## config.mk

```make
export PLATFORM = sky130hd
export DESIGN_NAME = serial_frame_ctrl
export DESIGN_NICKNAME = d
export VERILOG_FILES = /design/src/rtl/serial_frame_ctrl.sv
export SDC_FILE = /design/constraint.sdc
export NUM_CORES = 1
export LEC_CHECK = 0
export ABC_CLOCK_PERIOD_IN_PS = 2200
export CORE_MARGIN = 2
export CORE_UTILIZATION = 50
export CTS_BUF_LIST = sky130_fd_sc_hd__clkbuf_16
export DETAILED_ROUTE_END_ITERATION = 16
export PLACE_DENSITY = 0.77
export SLEW_MARGIN = 20
export SYNTH_ARGS = -nofsm -noshare
export SYNTH_HDL_FRONTEND = slang
export SYNTH_SLANG_ARGS = --single-unit
```

## constraint.sdc

```tcl
create_clock -name clk -period 2.2 [get_ports clk]
set_input_delay 0.44 -clock clk [delete_from_list [all_inputs] [get_ports clk]]
set_output_delay 0.44 -clock clk [all_outputs]
set_load 0.02 [all_outputs]
```

## src/rtl/serial_frame_ctrl.sv

```systemverilog
// Serial frame sequencer: start bit, PORT_BITS port number, DATA_BITS payload (MSB first),
// then holds the frame for a valid/ready consumer. Define SERIAL_FRAME_PARITY_EN for an even-parity bit.
`timescale 1ns/1ps
module serial_frame_ctrl #(
  parameter int PORT_BITS = 2,
  parameter int DATA_BITS = 8
) (
  input  logic                 clk,
  input  logic                 rst,
  input  logic                 clkEn,
  input  logic                 serIn,
  input  logic                 ready,
  output logic [PORT_BITS-1:0] portNum,
  output logic [DATA_BITS-1:0] dataOut,
  output logic                 dataValid,
  output logic                 busy,
  output logic                 done,
  output logic                 parityErr
);

  localparam int PCW = $clog2(PORT_BITS + 1);
  localparam int DCW = $clog2(DATA_BITS + 1);

  typedef enum logic [2:0] {
    IDLE,
    PORT,
    DATA,
`ifdef SERIAL_FRAME_PARITY_EN
    PAR,
`endif
    HOLD
  } state_t;

  state_t         state;
  logic [PCW-1:0] pcnt;
  logic [DCW-1:0] dcnt;

`ifndef SERIAL_FRAME_PARITY_EN
  assign parityErr = 1'b0;
`endif

  always_ff @(posedge clk or negedge rst) begin
    if (!rst) begin
      state     <= IDLE;
      portNum   <= '0;
      dataOut   <= '0;
      pcnt      <= '0;
      dcnt      <= '0;
      dataValid <= 1'b0;
      busy      <= 1'b0;
      done      <= 1'b0;
`ifdef SERIAL_FRAME_PARITY_EN
      parityErr <= 1'b0;
`endif
    end else begin
      done <= 1'b0;
      case (state)
        IDLE: begin
          if (clkEn && !serIn) begin
            state <= PORT;
            pcnt  <= '0;
            dcnt  <= '0;
            busy  <= 1'b1;
          end
        end
        PORT: begin
          if (clkEn) begin
            // Cast keeps the low bits of {portNum, serIn}; also covers PORT_BITS == 1.
            portNum <= PORT_BITS'({portNum, serIn});
            pcnt    <= pcnt + PCW'(1);
            if (pcnt == PCW'(PORT_BITS - 1))
              state <= DATA;
          end
        end
        DATA: begin
          if (clkEn) begin
            dataOut <= DATA_BITS'({dataOut, serIn});
            dcnt    <= dcnt + DCW'(1);
            if (dcnt == DCW'(DATA_BITS - 1)) begin
`ifdef SERIAL_FRAME_PARITY_EN
              state <= PAR;
`else
              state     <= HOLD;
              busy      <= 1'b0;
              dataValid <= 1'b1;
`endif
            end
          end
        end
`ifdef SERIAL_FRAME_PARITY_EN
        PAR: begin
          if (clkEn) begin
            // Even parity: the received bit must equal the XOR of all captured bits.
            parityErr <= serIn != (^{portNum, dataOut});
            state     <= HOLD;
            busy      <= 1'b0;
            dataValid <= 1'b1;
          end
        end
`endif
        HOLD: begin
          if (ready) begin
            state     <= IDLE;
            dataValid <= 1'b0;
            done      <= 1'b1;
`ifdef SERIAL_FRAME_PARITY_EN
            parityErr <= 1'b0;
`endif
          end
        end
        default: state <= IDLE;
      endcase
    end
  end

endmodule

```

==> results of run 1 <==
logic make-up after synthesis:
family,after synthesis,synth area share
compound gates,17,0.126
buf+inv,8,0.0350
flops,21,0.526
other cells,1,0.00375
fa+ha+maj,7,0.0876
mux,12,0.134
simple gates,18,0.0876
metal layers:
layer	GRT usage	wire, um
met1	0.208	785
met3	0.0370	68
met4	0.0714	42
met5	0	0
met2	0.295	899
cells in the mapped netlist, drive strengths merged:
master / count
a21boi: 1
o211ai: 1
nand2b: 1
a32o: 2
a21o: 1
dfrtp: 21
or2: 1
nor3: 1
nand2: 8
nand3b: 1
buf: 2
nor2: 2
inv: 6
nand3: 2
ha: 7
a22o: 1
nand4b: 1
mux2: 11
o2bb2ai: 1
a211oi: 1
a222oi: 1
conb: 1
o21ai: 6
o31ai: 1
and2: 1
mux2i: 1
o21bai: 1
through the flow:
| step | cells | instance area, um^2 | power, mW | hold WS (ps) | setup WS, ps |
|---|---|---|---|---|---|
| after floorplan | 84 | 1000 | 1.23 | 144 | 611 |
| after global placement | 127 | 1200 | 1.52 | 476 | 214 |
| after detailed placement | 127 | 1200 | 1.56 | 482 | 153 |
| after CTS | 131 | 1280 | 1.94 | 494 | 380 |
| after global routing | 131 | 1280 | 2.06 | 499 | 116 |
| final | 131 | 1280 | 1.92 | 496 | 361 |
final timing paths:
path                                 startpoint                      to  slack (ps)  cells after the start
max in group asynchronous                   rst     dcnt[2]$_DFFE_PN0P_        1450                      2
min                         pcnt[1]$_DFFE_PN0P_     pcnt[1]$_DFFE_PN0P_         500                      1
min in group asynchronous                   rst  dataOut[2]$_DFFE_PN0P_         540                      2
max reg2reg                state[0]$_DFFE_PN0P_        busy$_DFFE_PN0P_         380                      6
max                                       clkEn        busy$_DFFE_PN0P_         360                      5
min reg2reg                 pcnt[1]$_DFFE_PN0P_     pcnt[1]$_DFFE_PN0P_         500                      1
state kept, by name, indices dropped and copies added, names as in the netlist:
signal and cells:
done 1, dataOut 8, state 2, portNum 2
dcnt 4, busy 1, pcnt 2, dataValid 1
area by class of cell:
| cell class | count | area (um^2) |
|---|---|---|
| multi-input combinational | 55 | 439 |
| clock buffer | 3 | 75.1 |
| inverter | 6 | 22.5 |
| tap | 27 | 33.8 |
| clock inverter | 1 | 3.75 |
| fill | 165 | 644 |
| sequential | 21 | 526 |
| timing repair buffer | 18 | 178 |
power groups by stage:
stage / registers, mW / clock network [mW] / logic (mW)
global route: 0.709 / 0.396 / 0.952
global placement: 0.674 / 0 / 0.843
detailed placement: 0.687 / 0 / 0.875
floorplan: 0.790 / 0 / 0.441
CTS: 0.684 / 0.376 / 0.880
finish: 0.681 / 0.368 / 0.873
worst max-delay path: stages:
cell                              delay, ps
sky130_fd_sc_hd__clkdlybuf4s50_1        570
sky130_fd_sc_hd__a21boi_2               320
sky130_fd_sc_hd__o21ai_1                250
sky130_fd_sc_hd__o31ai_1                250
sky130_fd_sc_hd__o21ai_0                110
placed cells by master, fill, tap and decap left out, types with 2 or more instances in the layout:
cell	n
sky130_fd_sc_hd__mux2_2	11
sky130_fd_sc_hd__nor2_1	2
sky130_fd_sc_hd__ha_1	7
sky130_fd_sc_hd__nand2_1	8
sky130_fd_sc_hd__clkdlybuf4s50_1	17
sky130_fd_sc_hd__nand3_1	2
sky130_fd_sc_hd__dfrtp_1	21
sky130_fd_sc_hd__o21ai_0	5
sky130_fd_sc_hd__a32o_1	2
sky130_fd_sc_hd__clkbuf_16	3
sky130_fd_sc_hd__inv_1	7
==> parameters.txt, run 1 <==
Parameter                              Value

Die
  Number of core rows    16
  Chip Width    roughly 49 um
  Die area    roughly 0.0024 mm^2
  Vertical extent of the die    between 40 and 50 um
  Placeable Area    between 0.0015 and 0.002 mm^2
  I/O pin count    19
  Starting density of the core    0.520

Outcome
  Run status    completed

Placement
  RD Place Congestion    ~0.76
  Port bufs    17
  HPWL after DPL    about 1300 um

Pwr
  Power Dens Cells    about 1500 mW/mm^2
  Static Leakage    between 0.5 and 0.6 nW
  Cell internal pwr    ~1.2 mW
  Switching power share of the total    0.357
  Gate power share    0.454
  Power dissipated by switching net loads    a little under 0.7 mW
  Worst-case vdd ir drop    979 uV
  Clock Power Share    0.191
  Portion of total power attributed to sequential cells    0.354

Clocking
  Number of buffers inserted to repair setup after CTS    0
  TritonCTS buffer count    3
  Worst-case clock buffer depth    2
  Register clock-pin slew on the reported worst setup and hold paths    roughly 50 ps
  CTS hold repair buffers    0
  Level count of the clock H-tree    1
  CTS Root Cell    sky130_fd_sc_hd__clkbuf_16
  Clock latency of the later-clocked register in the worst-skew pair    250 ps
  Clock tree sinks    21
  Clock tree from TritonCTS    built
  Resized Gates After CTS    0

Global routing
  Wire length of the first global-routing pass    roughly 3200 um
  Gr ovfl total    0
  Total GRT Usage    0.172
  Vias in the first global route    about 730
  Antenna violations before repair    0
  Maximum number of pins on one net before global-route repair    22

Yosys
  Post-synthesis net count    96
  Sequential element share of the synthesized area    0.526
  Dominant cells by area after synthesis    sky130_fd_sc_hd__dfrtp_1, sky130_fd_sc_hd__mux2_2, sky130_fd_sc_hd__ha_1
  Synthesized area per cell    ~12 um^2
  Post-synthesis cell type with the largest combined area    sky130_fd_sc_hd__dfrtp_1
  Area share of the largest cell type after synthesis    0.526
  Number of different library cells in the post-synthesis netlist    29
  Gate count after technology mapping    84
  Synthesis-stage register bit count    21
  Yosys synthesis warning count    0
  Post-synthesis instance area    1000 um^2

STA
  Actual slew at the worst max-slew pin    roughly 490 ps
  Setup TNS Final    0 ps
  Setup repair after global routing missed its margin    no
  Minimum period implied by the final worst setup slack    between 1500 and 2000 ps
  Total count of max-transition violations in the final report    0
  Final Setup Violations    0
  Max-slew headroom    0.670
  Max Clk Rate    544 MHz
  Hold violation total from the final report    0
  Period utilisation layout    0.836
  Setup clock skew after layout    between 1.5 and 2 ps

Critical path
  Kind of critical path    in2reg
  Critical path fanouts, max    7
  Required time of the critical path    between 2000 and 2500 ps
  Signal arrival time at the worst endpoint    ~2000 ps
  Element type at the critical path start    primary input
  Type of destination of the critical path    flip-flop

Drt
  Detailed-route via count    709
  Number of vias per cell    5.41
  Detailed Routing Iterations Pass 1    4
  Antenna Violating Nets Remaining    0
  First DRT Iteration DRCs    19
  Number of design rule violations left after detail routing    0
  Post-detailed-route wirelength per cell    approximately 14 um
  Wire length after detailed routing    1800 um

Finish
  Net count of the finished layout    around 120
  Utilization of the core after routing    0.665
  Fraction of final layout cells with drive strength greater than 1    0.163
  Area growth from synthesis to layout    27.8%
  Total inserted antenna cells    0

Worst hold path
  Min-delay worst type    reg2reg

Job
  Max Cap Violations    0
Power figures use the tool's default switching activity.
==> run 2: changes to the inputs <==
- ABC_CLOCK_PERIOD_IN_PS: 2200 -> 1800
- clock period: 2.2 -> 1.8 ns (I/O delays scaled with it)
==> parameters.txt, run 2 (synthesized netlist as in run 1, its figures left out) <==
Parameter                              Value

Outcome
  Run status    completed

Clocking
  TritonCTS buffer count    3
  Level count of the clock H-tree    1
  Clock tree sinks    21
  Clock latency of the later-clocked register in the worst-skew pair    250 ps
  Clock tree from TritonCTS    built
  Worst-case clock buffer depth    2
  Register clock-pin slew on the reported worst setup and hold paths    around 60 ps
  CTS Root Cell    sky130_fd_sc_hd__clkbuf_16
  CTS hold repair buffers    0

STA
  Final Setup Violations    0
  Hold violation total from the final report    0
  Period utilisation layout    0.950
  Max Clk Rate    a little under 600 MHz
  Setup clock skew after layout    between 2 and 2.5 ps
  Total count of max-transition violations in the final report    0
  Setup repair after global routing missed its margin    no
  Minimum period implied by the final worst setup slack    1710 ps

Global routing
  Vias in the first global route    736
  Antenna violations before repair    0
  Total GRT Usage    0.173
  Gr ovfl total    0
  Wire length of the first global-routing pass    between 3000 and 4000 um
  Maximum number of pins on one net before global-route repair    22

Drt
  Post-detailed-route wirelength per cell    between 10 and 15 um
  Detailed-route via count    709
  Antenna Violating Nets Remaining    0
  Number of design rule violations left after detail routing    0
  First DRT Iteration DRCs    9
  Wire length after detailed routing    between 1500 and 2000 um
  Number of vias per cell    5.18
  Detailed Routing Iterations Pass 1    4

Finish
  Count of fill cells added during filler insertion    150
  Largest Register    dataOut
  Fraction of final layout cells with drive strength greater than 1    0.236
  Net count of the finished layout    roughly 120
  Utilization of the core after routing    0.692
  Commonest cells after routing, fill and taps aside    sky130_fd_sc_hd__dfrtp_1, sky130_fd_sc_hd__clkdlybuf4s50_1, sky130_fd_sc_hd__mux2_2
  Most common library cell in the layout ignoring fill and taps    sky130_fd_sc_hd__dfrtp_1
  Total inserted antenna cells    0
  Area used by sequential logic in the layout    about 530 um^2
  Area growth from synthesis to layout    33.0%
  Non-filler cells, final    ~140
  Largest registers    dataOut x8, dcnt x4
  Number of flip-flops in the largest register    8
  Area of the multi-input gates    about 450 um^2

Critical path
  Type of destination of the critical path    flip-flop
  Kind of critical path    reg2reg
  Required time of the critical path    ~1900 ps
  Signal arrival time at the worst endpoint    around 1800 ps
  Element type at the critical path start    flip-flop
  Critical path fanouts, max    7

Placement
  RD Place Congestion    0.822
  Port bufs    17
  Instance count after placement with tap cells included    133
  HPWL after DPL    ~1300 um

Pwr
  Power Dens Cells    roughly 1800 mW/mm^2
  Worst-case vdd ir drop    1110 uV
  Static Leakage    0.606 nW

Die
  Number of core rows    16
  Starting density of the core    0.520
  Placeable Area    ~0.0019 mm^2
  Die area    between 0.002 and 0.0025 mm^2
  Chip Width    ~49 um
  Vertical extent of the die    48.7 um
  I/O pin count    19

Job
  Max Cap Violations    0

Worst hold path
  Min-delay worst type    in2async
==> run 2: cell types whose count changed in the layout (fill, tap and decap cells not counted) <==
cell | before | now
sky130_fd_sc_hd__buf_4 | 1 | 7
sky130_fd_sc_hd__clkinv_2 | 0 | 1
sky130_fd_sc_hd__ha_1 | 7 | 6
sky130_fd_sc_hd__ha_2 | 0 | 1
sky130_fd_sc_hd__inv_1 | 7 | 6
sky130_fd_sc_hd__o21ai_1 | 1 | 0
sky130_fd_sc_hd__o21ai_2 | 0 | 1
==> run 2: critical path: stages (launching register included) <==
cell	delay, ps
sky130_fd_sc_hd__dfrtp_1	390
sky130_fd_sc_hd__inv_1	90
sky130_fd_sc_hd__ha_1	300
sky130_fd_sc_hd__a222oi_1	330
sky130_fd_sc_hd__o211ai_1	180
sky130_fd_sc_hd__mux2_2	300
==> run 2: area by class of cell <==
| class | count | area share |
|---|---|---|
| clock buffers | 3 | 0.0564 |
| clock inverters | 1 | 0.00376 |
| inverters | 6 | 0.0169 |
| multi-input cells | 55 | 0.335 |
| flip-flops and latches | 21 | 0.395 |
| well taps | 27 | 0.0254 |
| repair buffers | 24 | 0.167 |
==> run 2: worst paths after layout <==
path / slack [ps] / depth (start not counted) / endpoint / start
min in group clk: 500 / 1 / pcnt[1]$_DFFE_PN0P_ / pcnt[1]$_DFFE_PN0P_
hold reg to reg: 500 / 1 / pcnt[1]$_DFFE_PN0P_ / pcnt[1]$_DFFE_PN0P_
max in group asynchronous: 1130 / 2 / dataOut[4]$_DFFE_PN0P_ / rst
setup / recovery: 90 / 5 / state[1]$_DFFE_PN0P_ / state[0]$_DFFE_PN0P_
hold / removal: 460 / 2 / state[1]$_DFFE_PN0P_ / rst
setup reg to reg: 90 / 5 / state[1]$_DFFE_PN0P_ / state[0]$_DFFE_PN0P_
==> run 2: stage by stage <==
stage          area [um^2]  TNS (ps)  power, mW  setup slack (ps)  hold WS [ps]
6_report              1330         0       2.43              90.0           461
5_1_grt               1330         0       2.58              11.0           509
4_1_cts               1320         0       2.44              73.6           469
3_3_place_gp          1240         0       1.91              38.5           475
2_1_floorplan         1000         0       1.50               211          64.4
3_5_place_dp          1240     -30.4       1.97             -28.2           484
==> run 2: what timing repair did <==
| action | CTS | global route |
|---|---|---|
| buffers inserted | 0 | 0 |
| endpoints found under the setup margin | 0 | 3 |
| gates resized for setup | 0 | 2 |
==> run 2: report_power, final <==
group | switching [mW] | internal [mW] | total (mW)
sequential | 0.155 | 0.678 | 0.833
combinational | 0.545 | 0.590 | 1.14
clock | 0.160 | 0.298 | 0.458
==> run 2: per-layer routing <==
metal / part of all wire / wire (um) / vias to the layer above / GRT usage
met5: 0 / 0 / - / 0
met4: 0.011 / 20 / 0 / 0.0905
li1: - / - / 350 / -
met1: 0.45 / 812 / 340 / 0.204
met2: 0.51 / 935 / 15 / 0.297
met3: 0.029 / 52 / 4 / 0.0340
